<file path="config.mk">
export PLATFORM = sky130hd
export DESIGN_NAME = ras_ctrl
export DESIGN_NICKNAME = d
export VERILOG_FILES = /design/src/rtl/ras_ctrl.sv
export SDC_FILE = /design/constraint.sdc
export NUM_CORES = 1
export LEC_CHECK = 0
export ABC_AREA = 1
export BUFFER_PORTS_ARGS = -buffer_cell sky130_fd_sc_hd__clkbuf_2
export CORE_MARGIN = 4
export CORE_UTILIZATION = 41
export DETAILED_ROUTE_END_ITERATION = 16
export HOLD_SLACK_MARGIN = 0.03
export PLACE_DENSITY = 0.75
export SLEW_MARGIN = 0
export SYNTH_ARGS = -nofsm -noshare
export SYNTH_HDL_FRONTEND = slang
export SYNTH_SLANG_ARGS = --single-unit
</file>
<file path="constraint.sdc">
create_clock -name clk -period 2 [get_ports clk]
set_clock_uncertainty 0.15 [all_clocks]
set_input_delay 0.2 -clock clk [delete_from_list [all_inputs] [get_ports clk]]
set_output_delay 0.2 -clock clk [all_outputs]
set_load 0.01 [all_outputs]
</file>
<file path="src/rtl/ras_ctrl.sv">
// Dual-slot front-end controller for the return address stack: serialises slot pushes/pops
// into one RAS op per cycle. Optional push/pop pair fusion when RAS_CTRL_PAIR_FUSE_EN is defined.
module ras_ctrl #(
    parameter int DEPTH = 8,
    localparam int CW = $clog2(DEPTH) + 1
) (
    input  logic          clk,
    input  logic          resetn,
    input  logic          s0_valid,
    input  logic [1:0]    s0_type,
    input  logic [31:0]   s0_next_pc,
    input  logic          s1_valid,
    input  logic [1:0]    s1_type,
    input  logic [31:0]   s1_next_pc,
    input  logic          flush,
    input  logic [31:0]   ras_target_pc,
    output logic [1:0]    ras_type,
    output logic          ras_inst_bj,
    output logic [31:0]   ras_next_pc,
    output logic          stall,
    output logic          pred_valid,
    output logic          pred_slot,
    output logic [31:0]   pred_pc,
    output logic [CW-1:0] depth
);

    localparam logic [1:0] T_PUSH = 2'b01;
    localparam logic [1:0] T_POP  = 2'b10;

    typedef enum logic {IDLE, SECOND} state_t;

    state_t        state_q, state_d;
    logic [1:0]    lat_type_q, lat_type_d;
    logic [31:0]   lat_pc_q, lat_pc_d;
    logic [CW-1:0] depth_q, depth_d;

    logic          op0, op1, fuse;
    logic          sel_valid, sel_slot;
    logic [1:0]    sel_type;
    logic [31:0]   sel_pc;
    logic          iss, stall_c, pv_c, ps_c;
    logic [1:0]    iss_type;
    logic [31:0]   iss_pc, ppc_c;

    assign op0 = s0_valid && (s0_type == T_PUSH || s0_type == T_POP);
    assign op1 = s1_valid && (s1_type == T_PUSH || s1_type == T_POP);
`ifdef RAS_CTRL_PAIR_FUSE_EN
    assign fuse = op0 && op1 && s0_type == T_PUSH && s1_type == T_POP;
`else
    assign fuse = 1'b0;
`endif

    always_comb begin
        state_d    = state_q;
        lat_type_d = lat_type_q;
        lat_pc_d   = lat_pc_q;
        depth_d    = depth_q;
        sel_valid  = 1'b0;
        sel_slot   = 1'b0;
        sel_type   = 2'b00;
        sel_pc     = 32'h0;
        stall_c    = 1'b0;
        pv_c       = 1'b0;
        ps_c       = 1'b0;
        ppc_c      = 32'h0;
        iss        = 1'b0;
        iss_type   = 2'b00;
        iss_pc     = 32'h0;

        // Pick at most one candidate op for this cycle; flush suppresses everything.
        if (flush) begin
            state_d    = IDLE;
            lat_type_d = 2'b00;
            lat_pc_d   = 32'h0;
        end else if (state_q == SECOND) begin
            sel_valid  = 1'b1;
            sel_slot   = 1'b1;
            sel_type   = lat_type_q;
            sel_pc     = lat_pc_q;
            state_d    = IDLE;
            lat_type_d = 2'b00;
            lat_pc_d   = 32'h0;
        end else if (fuse) begin
            pv_c  = 1'b1;
            ps_c  = 1'b1;
            ppc_c = s0_next_pc;
        end else if (op0) begin
            sel_valid = 1'b1;
            sel_type  = s0_type;
            sel_pc    = s0_next_pc;
            if (op1) begin
                lat_type_d = s1_type;
                lat_pc_d   = s1_next_pc;
                stall_c    = 1'b1;
                state_d    = SECOND;
            end
        end else if (op1) begin
            sel_valid = 1'b1;
            sel_slot  = 1'b1;
            sel_type  = s1_type;
            sel_pc    = s1_next_pc;
        end

        // An underflowing pop still consumed its step above but issues nothing.
        if (sel_valid && !(sel_type == T_POP && depth_q == '0)) begin
            iss      = 1'b1;
            iss_type = sel_type;
            iss_pc   = sel_pc;
            if (sel_type == T_POP) begin
                pv_c    = 1'b1;
                ps_c    = sel_slot;
                ppc_c   = ras_target_pc;
                depth_d = depth_q - CW'(1);
            end else if (depth_q != CW'(DEPTH)) begin
                depth_d = depth_q + CW'(1);
            end
        end
    end

    always_ff @(posedge clk) begin
        if (!resetn) begin
            state_q    <= IDLE;
            lat_type_q <= 2'b00;
            lat_pc_q   <= 32'h0;
            depth_q    <= '0;
        end else begin
            state_q    <= state_d;
            lat_type_q <= lat_type_d;
            lat_pc_q   <= lat_pc_d;
            depth_q    <= depth_d;
        end
    end

    // Outputs are forced low while reset is held, even before the first edge.
    assign ras_inst_bj = resetn & iss;
    assign ras_type    = resetn ? iss_type : 2'b00;
    assign ras_next_pc = resetn ? iss_pc : 32'h0;
    assign stall       = resetn & stall_c;
    assign pred_valid  = resetn & pv_c;
    assign pred_slot   = resetn & ps_c;
    assign pred_pc     = resetn ? ppc_c : 32'h0;
    assign depth       = resetn ? depth_q : '0;

endmodule

</file>
# Word level (Yosys, flattened, before mapping)
# Index checks and enable logic that the tools add are counted.
[op_classes]
addsub = 2
eq_ne = 6
mux = 33
bitwise = 5
n_reduce_logical = 12
[op_table]
columns = ["operator", "n"]
rows = [
  ["$mux 32", 9],
  ["$mux 1", 15],
  ["$mux 2", 6],
  ["$mux 4", 3],
  ["$eq 2x2->1 const B", 3],
  ["$add 4x1->4 const B", 1],
  ["$and 1x1->1", 4],
  ["$eq 2x1->1 const B", 2],
  ["$logic_and 1x1->1", 4],
  ["$logic_not 4->1", 1],
  ["$ne 4x4->1 const B", 1],
  ["$reduce_and 2->1", 2],
  ["$sub 4x1->4 const B", 1],
  ["$reduce_or 3->1", 1],
  ["$logic_or 1x1->1", 2],
  ["$reduce_bool 2->1", 1],
  ["$logic_not 1->1", 1],
  ["$not 1->1", 1],
]
[word_totals]
register_bits = 39
out_inout_bits = 74
elab_cells = 62

# Depth between registers and ports, before layout
# Gate-level depths: netlist of run 1.
[depth]
ltp_word = 13
mapped_depth = 19
ltp_nobuf = 19

# Worst setup path after synthesis of run 1
# OpenSTA, ideal clock, no wires.
[synth_path]
kind = "register to register"
startpoint = "reg state_q"
endpoint = "reg depth_q[3]"
setup_ns = 0.115
t_arrival_ns = 1.897
required_ns = 1.735
path_slack_ns = -0.162
stages_incl_launch_ff = 18
path_buffers = 0
synth_period_minus_slack_ns = 2.162
cell_sequence = "dfxtp_1 -> inv_2 -> nand2_1 -> inv_1 -> a21oi_4 -> nand2_1 -> inv_1 -> ha_1 -> nand2_1 -> nand2_1 -> a31oi_1 -> inv_1 -> nand3_1 -> nand2_1 -> inv_1 -> nand3_1 -> nand2_1 -> nor2_1"
[synth_via]
elab_chain_len = 7
[synth_rtl]
columns = ["item", "line", "text"]
rows = [
  ["start: declaration", "32", "state_t state_q, state_d;"],
  ["start signal: assignment", "127", "state_q <= state_d;"],
  ["$mux 2", "75", "end else if (state_q == SECOND) begin"],
  ["$mux 2", "71", "if (flush) begin"],
  ["$eq 2x2->1", "105, 109", ""],
  ["$logic_and 1x1->1", "105", "if (sel_valid && !(sel_type == T_POP && depth_q == '0)) begin"],
  ["$logic_not 1->1", "105", ""],
  ["$logic_and 1x1->1", "105", ""],
  ["$reduce_and 2->1 (no line)", "-", ""],
  ["end signal: assignment", "130", "depth_q <= depth_d;"],
  ["end: declaration", "35", "logic [CW-1:0] depth_q, depth_d;"],
]
# Several ways; a longest one is shown, not always the timed one.
# A chain may end at the register's enable or synchronous reset.

# Final worst setup path of run 1
# Ends and elaborated chain as after synthesis.

==> impl_results.md, run 1 <==
* Status: complete, but fails checks
* Failing checks: negative setup slack
* Hold slack at 0.0347 ns
* GRT Total Usage at 21.5%
* Seq/Total Area, Yosys at 24.7%
* Clk sinks at 39
* Number of instances in the placed design at 771
* Num rows at 31
* Worst slew margin at 66.7%
* Netlist cell types at 27
* Post-route ant nets at 0
* Initial core utilization at a little over two fifths
* Max-slew violations at 0
* Largest net degree at the start of global routing at 57
* Most instantiated library cell after synthesis: nor2_1
* WS Path Type: flop to flop
* Fill cells at 671
* DRC at 0
* DRT iter0 DRCs at approximately 140
* Fin crit share at 113%
* Fmax at roughly 0.44 GHz
* Die Y-Extent at ~96 µm
* Final std cells w/o fill at 797
* Leak at 0.00245 µW
* Synthesized Nets at between 600 and 700
* RSZ-0062 raised after global routing: yes
* CP Cell Sequence: inv_6 > o21ai_4 > a21oi_4 > buf_4 > buf_6 > buf_6 > nand2_4 > inv_4 > ha_4 > nand2_2 > nand2_2 > a31oi_4 > nand2_1 > nand2_2 > inv_2 > a21oi_1 > nor2_1
* Crit path required time at 2.03 ns
* Min-Delay Path Class: input pin to flop
* Worst Slack Setup Final at -0.257 ns
* Total CTS buffers at 5
* Critical path origin: state_q$_SDFF_PN0_
* Final hold vios at 0
* PwrDens at 414 mW/mm²
* Top cell type's share of synthesized area at 24.7%
* Seq cells post-synth at 39
* Clk_lat worst skew at 0.28 ns
* DP HPWL at 7.66 mm
* WP data arrival at 2.29 ns
* Synth area leaders: dfxtp_1 25%, nand3_1 11%, o21ai_0 11%
* Vias in the first global route at 3,663
* Slowest cell on crit path: dfxtp_4
* Tmin final at 2.26 ns
* Hold path startpoint: s1_next_pc[18]
* Total Wirelength at 10.4 mm
* Global route overflow at 0
* Area delta synth->final at 51.4%
* Critical Path End Type: flop
* IO Pins at about 180
* Final setup violating endpoints at 71
* Vias per cell at 5.02
* Worst-margin pin slew at 0.499 ns
* CP max FO at 5
* Maximum vdd drop at 0.311 mV
* First-pass GRT wire length at about 16 mm
* Post-synthesis cell type with the largest combined area: dfxtp_1
* Die W at 95.8 µm
* Root Buffer: clkbuf_8
* Final GP Congestion at 0.858
* Average size of a mapped cell at 6.34 µm²
* CP peak stage delay at 0.39 ns
* Antenna violations before repair at 0
* DIE AREA at 0.00918 mm²
* Post-synth ARST share at 0%
* Nets at 805
* Share of cells above drive strength 1 at between 40% and 50%
* Clock transition at the registers of the reported paths at approximately 0.080 ns
* Ant diodes at 0
* Number of enable flip-flop cells after synthesis at 0
* Startpoint types: flop
* Pre-antenna DRT Iters at 5
* Worst r2r src: state_q$_SDFF_PN0_
* Yosys warning total at 0
* Cells after Synth at between 400 and 500
* Port bufs at 178
* CP delay by family, top: compound AO/OA/AOI/OAI gates
* Worst path bufs/invs at 6
* Synth top cells by count: 76 x nor2_1, 71 x nand3_1, 70 x o21ai_0
* Most used cell along the critical path: nand2_2
* Main flop type after synthesis: dfxtp_1
* CTS tree: done
* WL per Instance at 13.1 µm
* Mapped cell area at 0.00316 mm²
* DR vias at roughly 4,000
* Max_cap viols at 0
* Longest Clk Path Bufs at 2
* H-tree depth at 2
* Core box area at 0.00737 mm²
==> metal layers <==
metal  part of all wire, %  GRT usage [%]
met1                    39           26.1
met4                  0.55           3.91
met3                   9.8           4.22
met2                    51           39.3
met5                     0              0
==> what timing repair did <==
action                     4_1_cts  5_1_grt
hold endpoints to repair         7        1
setup endpoints to repair       69       71
cloned                           1        0
setup buffers                    6        3
hold buffers                     7        1
gates resized for setup         11       58
pin swaps                        0        7
==> final timing paths <==
path | endpoint | slack (ns) | cells after the start
worst max-delay path | depth_q[3]$_SDFFE_PN0P_ | -0.26 | 17
worst min-delay path | lat_pc_q[18]$_SDFFE_PP0P_ | 0.03 | 3
worst max register to register | depth_q[3]$_SDFFE_PN0P_ | -0.26 | 17
worst min register to register | lat_type_q[0]$_SDFFE_PP0P_ | 0.32 | 2
==> tightest hold or removal path, delay by kind of cell <==
kind | cells | cell delay (ns)
buffers and inverters | 1 | 0.09
AND/OR/NAND/NOR | 1 | 0.08
AO/OA/AOI/OAI | 1 | 0.08
==> report_power, final <==
part,total (µW),internal (µW),switching (µW)
logic,644,280,364
registers,805,794,11.5
clock network,535,244,292
total,1980,1320,667
==> sequential cells by signal (all words and copies together), names as in the netlist <==
register and cells:
lat_pc_q 32, state_q 1, depth_q 4, lat_type_q 2
==> final cells by class <==
cell class	instances	area (µm²)	share of cell area, %
clock buffer	5	68.8	1.44
clock inverter	3	18.8	0.392
inverter	62	243	5.07
multi-input combinational	361	2050	42.8
sequential	39	785	16.4
tap	99	124	2.59
timing repair buffer	228	1500	31.3
==> cells in the final DEF, fill, tap and decap left out <==
master         instances
inv_2                 11
nor2_8                 1
nand2_1               48
nor2_4                29
nand2_2                7
buf_6                 22
a21oi_1               38
a31oi_4                1
clkbuf_2             157
nand2_8                1
dfxtp_4                1
nor3_2                 2
ha_1                   1
o21ai_4                1
buf_2                  4
a21oi_4                2
buf_4                 31
buf_12                 4
o21ai_0               68
o21ai_1                2
nand3_2                1
inv_4                  3
nor2_1                73
ha_4                   1
dlygate4sd3_1          8
a21oi_2                2
nand2_4                4
dfxtp_1               38
nand3_4                2
clkinvlp_4             1
fa_2                   1
inv_1                 48
clkbuf_8               5
nor4_1                 2
nand3_1               70
nor3_1                 1
buf_16                 2
clkinv_2               1
nor2_2                 3
inv_6                  1
==> metrics by stage <==
stage,setup TNS (ns),instance area (µm²),power [µW],utilization (%),setup WS (ns)
3_5_place_dp,-1.59,4320,1420,58.6,-0.160
5_1_grt,-20.73,4790,2120,65.0,-0.354
6_report,-13.35,4790,1980,65.0,-0.257
2_1_floorplan,0,3190,1160,-,0.00786
4_1_cts,-14.13,4590,1980,62.2,-0.274
3_3_place_gp,-0.172,4320,1410,58.6,-0.0521
==> kinds of logic after synthesis <==
group	count (synthesis)	share of synthesized area, %
AND/OR/NAND/NOR	244	41.6
AO/OA/AOI/OAI	114	18.6
buffers and inverters	99	13.7
flip-flops	39	24.7
adder cells (fa/ha/maj)	3	1.42
Note: power is estimated with default switching activity, not from simulation.
==> run 2: changes to the inputs <==
- CORE_MARGIN: 4 -> unset
- SETUP_SLACK_MARGIN: unset -> 0.15
==> impl_results.md, run 2 (synthesis gave the netlist of run 1 again) <==
* Status: complete, but fails checks
* Failing checks: negative setup slack
* Worst slew margin at 62.6% (-4.1 points)
* Clock network power share at 26.1% (-0.9 points)
* RSZ-0062 raised after global routing: yes
* DRT iter0 DRCs at 145 (+4.3%)
* Clock transition at the registers of the reported paths at 0.08 ns (about the same)
* IO Pins at 179 (unchanged)
* Total CTS buffers at 5 (unchanged)
* DR top layer: met4
* Final std cells w/o fill at 808 (+1.4%)
* DP HPWL at 6.85 mm (-11%)
* Final setup TNS at -10.12 ns (+3.22 ns)
* DR vias at 4,081 (+2.0%)
* Area delta synth->final at 58.2%
* GRT Total Usage at 24.0% (+2.5 points)
* Fin util at 67.9% (+2.9 points)
* M1 wire length at 4.17 mm (+3.6%)
* Vias in the first global route at 3,664 (+0.027%)
* Leak at 0.00253 µW (+3.4%)
* Final hold vios at 0 (unchanged)
* Worst-margin pin slew at 0.561 ns (+0.0612 ns)
* Total Wirelength at 10.4 mm (-0.34%)
* Share of cells above drive strength 1 at 42.7% (-0.39 points)
* Clk sinks at 39 (unchanged)
* Number of instances in the placed design at 771 (unchanged)
* Combinational share of power at 34.1% (+1.6 points)
* Core box area at 0.00737 mm² (unchanged)
* H-tree depth at 2 (unchanged)
* Biggest register: lat_pc_q
* CP max FO at 10 (+5)
* Fin crit share at 110% (-2.8 points)
* Post-route ant nets at 0 (unchanged)
* Fill cells at 619 (-7.7%)
* DIE AREA at 0.00807 mm² (-12%)
* Ant diodes at 0 (unchanged)
* Global route overflow at 0 (unchanged)
* PwrDens at 404 mW/mm² (-2.6%)
* Startpoint types: flop
* Nets at 816 (+1.4%)
* FF+latch area at 786 µm² (+0.16%)
* Die Y-Extent at 89.8 µm (-6.3%)
* First-pass GRT wire length at 16.1 mm (-0.55%)
* CTS tree: done
* Met3 WL at 784 µm (-23%)
* Tmin final at 2.20 ns (-0.0561 ns)
* Min-Delay Path Class: input pin to flop
* Maximum vdd drop at 0.297 mV (-4.5%)
* Commonest non-fill, non-tap cell in the layout: clkbuf_2
* WL per Instance at 12.9 µm (-1.7%)
* Die W at 89.8 µm (-6.3%)
* Port bufs at 178 (unchanged)
* Clk_lat worst skew at 0.29 ns (about the same)
* Switch share at 33.1% (-0.52 points)
* Final setup violating endpoints at 70 (-1.4%)
* Sequential power share at 39.9% (-0.7 points)
* Max-slew violations at 0 (unchanged)
* WS Path Type: flop to output port
* Fmax at 0.454 GHz (+2.5%)
* Met2 wire len at 5.20 mm (-2.2%)
* WP data arrival at 1.85 ns (-0.44 ns)
* Longest Clk Path Bufs at 2 (unchanged)
* Most frequent cells in the layout: 143 x clkbuf_2, 72 x nor2_1, 71 x nand3_1, 68 x o21ai_0, 51 x nand2_1
* Antenna violations before repair at 0 (unchanged)
* Sw power at 668 µW (+0.20%)
* Critical Path End Type: output port
* Vias per cell at 5.05 (+0.59%)
* Largest net degree at the start of global routing at 65 (+14%)
* Power Total at 2020 µW (+1.8%)
* Max_cap viols at 0 (unchanged)
* Root Buffer: clkbuf_8
* Final GP Congestion at 0.891 (+3.9%)
* Reg2reg setup slack at -0.10 ns (+0.16 ns)
* Num rows at 31 (unchanged)
* Crit path required time at 1.65 ns (-0.38 ns)
* Initial core utilization at 42.9% (unchanged)
* Worst Slack Setup Final at -0.201 ns (+0.0561 ns)
* Pre-antenna DRT Iters at 4 (-1)
* Largest regs: lat_pc_q: 32 flops, depth_q: 4 flops, lat_type_q: 2 flops
* Multi-input logic area at 0.00205 mm² (about the same)
* Hold slack at 0.0282 ns (-0.00651 ns)
* DRC at 0 (unchanged)
* Power Internal at 1350 µW (+2.6%)
* Max reg flops at 32 (unchanged)
[run 2: changes by cell type in the layout (fill, tap and decap cells not counted), moves of 2 or more]
cell,change
inv_4,+2
dlygate4sd3_1,+5
buf_6,+13
nand2_1,+3
buf_12,+2
clkbuf_2,-14
inv_2,-3
buf_16,-2
buf_4,+4
nand2_2,-2
clkbuf_16,+3
nor2_4,+2
clkbuf_1,+2
[run 2: repair_timing]
item	in CTS	in global routing
gates cloned	0	3
setup endpoints to repair	72	72
setup buffers	10	3
hold buffers	13	0
hold endpoints to repair	13	0
pin swaps	0	1
gates resized for setup	20	71
[run 2: routing by layer]
| metal | GRT usage, % | vias up |
|---|---|---|
| met5 | 0 | - |
| met4 | 8.47 | 0 |
| met3 | 4.65 | 26 |
| met2 | 43.6 | 201 |
| met1 | 27.8 | 1826 |
| li1 | - | 2028 |
[run 2: layout make-up]
class                   instances  area share [%]
multi-input cells             361            41.0
repair buffers                239            34.3
flip-flops and latches         39            15.7
inverters                      62            4.90
well taps                      99            2.48
clock buffers                   7            1.53
clock inverters                 1           0.100
[run 2: power groups by stage]
stage          clock network [µW]  registers (µW)  logic [µW]
3_5_place_dp                    0             822         597
6_report                      526             805         688
3_3_place_gp                    0             821         584
2_1_floorplan                   0             823         338
4_1_cts                       536             804         641
5_1_grt                       579             807         763
[run 2: metrics by stage]
stage                     worst slack [ns]  area [µm²]
after detailed placement            -0.111        4340
final                               -0.201        5000
after global routing                -0.309        5000
after global placement             -0.0295        4340
after floorplan                     0.0283        3200
after CTS                           -0.206        4700
[run 2: worst paths after layout]
| check | start | end | cells past startpoint |
|---|---|---|---|
| hold reg to reg | lat_pc_q[19]$_SDFFE_PP0P_ | lat_pc_q[19]$_SDFFE_PP0P_ | 2 |
| setup / recovery | state_q$_SDFF_PN0_ | pred_pc[17] | 13 |
| setup reg to reg | state_q$_SDFF_PN0_ | depth_q[3]$_SDFFE_PN0P_ | 18 |
| hold / removal | s1_next_pc[2] | lat_pc_q[2]$_SDFFE_PP0P_ | 3 |
[run 2: worst max-delay path: stages, from the launching register on]
cell and delay, ns:
dfxtp_4 0.38, inv_4 0.05, o21ai_4 0.14, a21oi_4 0.05, buf_6 0.12, nand3_4 0.06
nand2_4 0.06, inv_4 0.05, nand2_4 0.06, nor2_8 0.12, nand2_8 0.09, buf_12 0.17
nor2_4 0.09, buf_6 0.10
